`src/rtl/hadamard_pkg.sv`:
```
`default_nettype none
// ============================================================================
// Module      : hadamard_pkg
// Description : Shared definitions for the hadamard4_arb block. Holds the
//               datapath depth, the controller state encoding and the
//               round-robin search helper used by the arbiter.
// Revision    : 1.0 - initial release
// ============================================================================
package hadamard_pkg;

    // Number of enabled datapath cycles per transaction (ST1 + ST2).
    localparam int DP_LATENCY = 2;

    // Widest requester vector the round-robin helper searches.
    localparam int RR_MAX = 8;

    typedef enum logic [1:0] {
        IDLE   = 2'd0,
        ST1    = 2'd1,
        ST2    = 2'd2,
        RESULT = 2'd3
    } state_t;

    typedef struct packed {
        logic       found;
        logic [2:0] idx;
    } rr_pick_t;

    // First set bit of valid, searching from ptr upward and wrapping at nreq.
    // Bits at or above nreq are never considered.
    function automatic rr_pick_t rr_pick(
        input logic [RR_MAX-1:0] valid,
        input logic [2:0]        ptr,
        input int                nreq
    );
        rr_pick_t r;
        int       cand;
        r.found = 1'b0;
        r.idx   = 3'd0;
        for (int k = 0; k < RR_MAX; k++) begin
            if (k < nreq) begin
                cand = (int'(ptr) + k) % nreq;
                if (!r.found && valid[cand]) begin
                    r.found = 1'b1;
                    r.idx   = 3'(cand);
                end
            end
        end
        return r;
    endfunction

endpackage
`default_nettype wire

```
`src/rtl/hadamard4_dp.sv`:
```
`default_nettype none
// ============================================================================
// Module      : hadamard4_dp
// Description : Two-stage 4-point Hadamard adder/subtractor pipeline.
//               Both stages load only while dp_en is high; with dp_en low
//               the outputs hold. No reset: contents are meaningful only
//               after two enabled cycles.
// Ports       : clk   - clock, rising edge
//               dp_en - stage load enable
//               x     - four signed DW-bit samples, xk at [k*DW +: DW]
//               y     - four signed DW+2-bit results, yk at [k*(DW+2) +: DW+2]
// Revision    : 1.0 - initial release
// ============================================================================
module hadamard4_dp #(
    parameter int DW = 8
) (
    input  logic                clk,
    input  logic                dp_en,
    input  logic [4*DW-1:0]     x,
    output logic [4*(DW+2)-1:0] y
);

    logic signed [DW-1:0] w_x  [4];
    logic signed [DW:0]   w_xe [4];
    logic signed [DW:0]   r_a  [4];
    logic signed [DW+1:0] w_ae [4];
    logic signed [DW+1:0] r_y  [4];

    // Each stage grows by one bit, so sign extension before the add makes
    // overflow impossible.
    for (genvar k = 0; k < 4; k++) begin : g_lane
        assign w_x[k]  = x[k*DW +: DW];
        assign w_xe[k] = {w_x[k][DW-1], w_x[k]};
        assign w_ae[k] = {r_a[k][DW], r_a[k]};
        assign y[k*(DW+2) +: DW+2] = r_y[k];
    end

    // Both stages share one enable: in the first enabled cycle stage 2 loads
    // stale data, in the second stage 1 reloads the same (unchanged) input
    // while stage 2 captures the correct result.
    always_ff @(posedge clk) begin
        if (dp_en) begin
            r_a[0] <= w_xe[0] + w_xe[1];
            r_a[1] <= w_xe[2] + w_xe[3];
            r_a[2] <= w_xe[0] - w_xe[1];
            r_a[3] <= w_xe[2] - w_xe[3];
            r_y[0] <= w_ae[0] + w_ae[1];
            r_y[1] <= w_ae[2] + w_ae[3];
            r_y[2] <= w_ae[0] - w_ae[1];
            r_y[3] <= w_ae[2] - w_ae[3];
        end
    end

endmodule
`default_nettype wire

```
`src/rtl/hadamard4_arb.sv`:
```
`default_nettype none
// ============================================================================
// Module      : hadamard4_arb
// Description : Round-robin scheduler sharing one two-stage 4-point Hadamard
//               datapath among NREQ requesters. One transaction in flight.
// Ports       : clk, rst  - clock (rising), asynchronous active-high reset
//               req_valid - per-requester vector valid
//               req_ready - per-requester accept, one-hot or zero
//               req_data  - requester i at [i*4*DW +: 4*DW]
//               out_valid - result valid, out_ready - consumer accept
//               out_tag   - index of the requester owning the result
//               out_y     - four signed DW+2-bit results
//               busy      - high whenever the controller is not idle
// Revision    : 1.0 - initial release
// ============================================================================
module hadamard4_arb
    import hadamard_pkg::*;
#(
    parameter int NREQ = 2,
    parameter int DW   = 8,
    parameter int TW   = 1
) (
    input  logic                   clk,
    input  logic                   rst,
    input  logic [NREQ-1:0]        req_valid,
    output logic [NREQ-1:0]        req_ready,
    input  logic [NREQ*4*DW-1:0]   req_data,
    output logic                   out_valid,
    input  logic                   out_ready,
    output logic [TW-1:0]          out_tag,
    output logic [4*(DW+2)-1:0]    out_y,
    output logic                   busy
);

    state_t            r_state;
    state_t            w_state_nxt;
    logic [TW-1:0]     r_rr_ptr;
    logic [TW-1:0]     r_tag;
    logic [4*DW-1:0]   r_xreg;
    logic [RR_MAX-1:0] w_valid_ext;
    rr_pick_t          w_pick;
    logic              w_hs;
    logic              w_dp_en;
    logic [2:0]        w_ptr_nxt;
    logic [4*DW-1:0]   w_sel_data;

    // ------------------------------------------------------------------
    // Arbiter
    // ------------------------------------------------------------------
    always_comb begin
        w_valid_ext = '0;
        w_valid_ext[NREQ-1:0] = req_valid;
    end

    assign w_pick = rr_pick(w_valid_ext, 3'(r_rr_ptr), NREQ);

    // A grant in IDLE is always a handshake: ready is only raised for a
    // requester that is currently valid.
    assign w_hs = (r_state == IDLE) && w_pick.found;

    assign w_ptr_nxt = (w_pick.idx == 3'(NREQ-1)) ? 3'd0 : w_pick.idx + 3'd1;

    // rst gates ready so no requester sees an accept while reset is held,
    // even though the state register already reads IDLE.
    always_comb begin
        req_ready = '0;
        for (int i = 0; i < NREQ; i++) begin
            req_ready[i] = w_hs && !rst && (w_pick.idx == 3'(i));
        end
    end

    always_comb begin
        w_sel_data = '0;
        for (int i = 0; i < NREQ; i++) begin
            if (w_pick.idx == 3'(i)) begin
                w_sel_data = req_data[i*4*DW +: 4*DW];
            end
        end
    end

    always_ff @(posedge clk or posedge rst) begin
        if (rst) begin
            r_rr_ptr <= '0;
            r_tag    <= '0;
            r_xreg   <= '0;
        end else if (w_hs) begin
            r_rr_ptr <= TW'(w_ptr_nxt);
            r_tag    <= TW'(w_pick.idx);
            r_xreg   <= w_sel_data;
        end
    end

    // ------------------------------------------------------------------
    // Controller FSM: ST1 and ST2 are the DP_LATENCY enabled cycles.
    // ------------------------------------------------------------------
    always_ff @(posedge clk or posedge rst) begin
        if (rst) begin
            r_state <= IDLE;
        end else begin
            r_state <= w_state_nxt;
        end
    end

    always_comb begin
        w_state_nxt = r_state;
        w_dp_en     = 1'b0;
        out_valid   = 1'b0;
        case (r_state)
            IDLE: begin
                if (w_hs) begin
                    w_state_nxt = ST1;
                end
            end
            ST1: begin
                w_dp_en     = 1'b1;
                w_state_nxt = ST2;
            end
            ST2: begin
                w_dp_en     = 1'b1;
                w_state_nxt = RESULT;
            end
            RESULT: begin
                out_valid = 1'b1;
                if (out_ready) begin
                    w_state_nxt = IDLE;
                end
            end
            default: begin
                w_state_nxt = IDLE;
            end
        endcase
    end

    assign busy    = (r_state != IDLE);
    assign out_tag = r_tag;

    // ------------------------------------------------------------------
    // Shared datapath
    // ------------------------------------------------------------------
    hadamard4_dp #(
        .DW(DW)
    ) u_dp (
        .clk   (clk),
        .dp_en (w_dp_en),
        .x     (r_xreg),
        .y     (out_y)
    );

endmodule
`default_nettype wire

```
`config.mk`:
```
export PLATFORM = sky130hd
export DESIGN_NAME = hadamard4_arb
export DESIGN_NICKNAME = d
export VERILOG_FILES = /design/src/rtl/hadamard_pkg.sv /design/src/rtl/hadamard4_dp.sv /design/src/rtl/hadamard4_arb.sv
export SDC_FILE = /design/constraint.sdc
export NUM_CORES = 1
export LEC_CHECK = 0
export CORE_ASPECT_RATIO = 0.6
export CORE_UTILIZATION = 32
export DETAILED_ROUTE_END_ITERATION = 10
export PLACE_DENSITY_LB_ADDON = 0.15
export SLEW_MARGIN = 40
export SYNTH_ARGS = -nofsm -noshare
export SYNTH_HDL_FRONTEND = slang
export SYNTH_SLANG_ARGS = --single-unit
```
`constraint.sdc`:
```
create_clock -name clk -period 2.9 [get_ports clk]
set_input_delay 0.58 -clock clk [delete_from_list [all_inputs] [get_ports clk]]
set_output_delay 0.58 -clock clk [all_outputs]
set_load 0.005 [all_outputs]
```
==> results_dict.tcl <==
set metrics [dict create \
    track_usage_pct 15.0 \
    synth_ff_type "edfxtp_1" \
    synth_edf_count 71 \
    postCtsHoldBufs 0 \
    yosys-top-cells-count "inv_1 (103), edfxtp_1 (71), ha_1 (71)" \
    routed-via-count 4676 \
    syn_to_final_growth_pct 26.1 \
    layout.nets 852 \
    die-area_mm2 0.0212 \
    htreeDepth 3 \
    status "finished, final reports clean" \
    drc 0 \
    post_cts_buffers 0 \
    critPathKind "input pin to output pin" \
    drv_cap 0 \
    core_area_mm2 0.0201 \
    viasPerCell 4.76 \
    clock-sinks 107 \
    grt_first_pass_wirelength_um 25100 \
    die_x_um 187 \
    avgSynthCellArea_um2 11.0 \
    port_buffers 113 \
    syn_inst 600 \
    gp_congestion 0.809 \
    multi_input_area_mm2 0.00305 \
    setup_viol 0 \
    antenna_cells 0 \
    synth.most_common_cell "inv_1" \
    synth_nets 748 \
    drive_above_1_share_pct 5.92 \
    ys_seq_area_share_pct 45.9 \
    syn_area_mm2 0.00660 \
    fmax_mhz 363 \
    dp_hpwl_um 12000 \
    cts_tree "done" \
    initial_utilization_pct 32.8 \
    clockRootBuffer "clkbuf_16" \
    ios 114 \
    async_flop_share_pct 33.6 \
    grt_max_degree 73 \
    std_cell_rows 40 \
    crit_fanout 4 \
    cts_buffer_depth 2 \
    die_y_um 113 \
    cts_buffers 9 \
    drt.antenna.violating_nets 0 \
    hold_violations 0 \
    min_period_over_period_pct 95.0 \
    regArea_mm2 0.00303 \
    synth_cell_types 55 \
    yosysWarnings 0 \
    relSlewSlack_pct 68.8 \
    skew_ps 11.2 \
    synth_top_cell_by_area "edfxtp_1" \
    start_kind "input pin" \
    period_minus_slack_ps 2760 \
    cts_resized 0 \
    ys_ff_latch 107 \
    clk_pin_slew_ps 70 \
    synthTopCellsByArea "edfxtp_1 (32%), dfrtp_1 (14%), ha_1 (13%)" \
    globalRouteOverflowTotal 0 \
    min_path_type "flip-flop to flip-flop" \
    wirelength_um 15300 \
    worstSkewPairLatency_ps 350 \
    fin_tns_setup_ps 0 \
    finalMaxSlewViolations 0 \
    tightest_slew_ps 468 \
    cp.required_ps 2320 \
    drt_pass1_iterations 8 \
    grt_pass1_vias 4759 \
    nFillCells 1952 \
    endpoint_kind "output pin" \
    rsz0062_at_grt "false" \
    drt-wirelength-per-cell_um 15.6 \
    synthDominantCellAreaShare_pct 32.3 \
    arrival_ps 2180 \
    drt_iter0_markers 485 \
    antenna_found_initial 2 \
]
registers in the layout, indices dropped and copies added, names as in the netlist:
name,cells
u_dp.r_y,37
out_tag,1
u_dp.r_a,34
r_state,2
r_rr_ptr,1
r_xreg,32
final timing paths:
| path | endpoint | slack [ps] | start | depth (start not counted) |
|---|---|---|---|---|
| setup / recovery | req_ready[1] | 140 | req_valid[1] | 5 |
| hold / removal | out_tag | 490 | out_tag | 1 |
| setup reg to reg | u_dp.r_y[2][8] | 530 | u_dp.r_a[0][0] | 8 |
| hold reg to reg | out_tag | 490 | out_tag | 1 |
| max in group asynchronous | r_xreg[18] | 1860 | rst | 3 |
| min in group asynchronous | out_tag | 700 | rst | 3 |
metrics by stage:
step                utilization [%]  hold slack (ps)  worst slack (ps)  instance area, µm²  instances
floorplan                         -              472               375                6600        600
global placement               39.8              467               260                8010        966
detailed placement             39.8              475               173                8010        966
CTS                            41.4              497               154                8330        982
global route                   41.4              515              49.4                8330        982
finish                         41.4              492               145                8330        982
worst max-delay path: stages:
cell             delay, ps
clkdlybuf4s50_1        580
nand2_1                100
a21oi_2                130
nor3b_1                240
clkdlybuf4s50_1        540
cells in the final DEF (no fill, tap or decap), types with 12 or more instances in the layout:
cell type,n
clkdlybuf4s50_1,113
inv_1,103
edfxtp_1,71
ha_1,70
xnor2_1,36
dfrtp_1,36
a222oi_1,32
nor2_1,32
a21oi_1,21
nor2b_1,18
clkbuf_16,12
per-layer routing:
| metal | vias up | part of all wire (%) | global-route usage, % | wire length [µm] |
|---|---|---|---|---|
| met5 | - | 0 | 0 | 0 |
| li1 | 2331 | - | - | - |
| met1 | 2182 | 54 | 22.7 | 8200 |
| met2 | 150 | 38 | 20.4 | 5840 |
| met4 | 0 | 0.83 | 3.14 | 127 |
| met3 | 13 | 7.4 | 4.93 | 1130 |
cell type report:
class | count | area share (%)
Timing Repair Buffer | 118 | 14.2
Inverter | 108 | 4.87
Sequential cell | 107 | 36.4
Tap cell | 273 | 4.10
Clock inverter | 2 | 0.135
Clock buffer | 14 | 3.71
Multi-Input combinational cell | 360 | 36.6
logic make-up after synthesis:
| kind of cell | after synthesis | share of synthesized area, % |
|---|---|---|
| AO/OA/AOI/OAI | 135 | 16.2 |
| buffers and inverters | 133 | 8.07 |
| flip-flops | 107 | 45.9 |
| AND/OR/NAND/NOR | 99 | 7.69 |
| adder cells (fa/ha/maj) | 79 | 15.9 |
| XOR/XNOR | 46 | 6.10 |
| multiplexers | 1 | 0.152 |
Power is not shown: default switching activity piles up to over one toggle a cycle in this logic, so the estimate is an artifact.
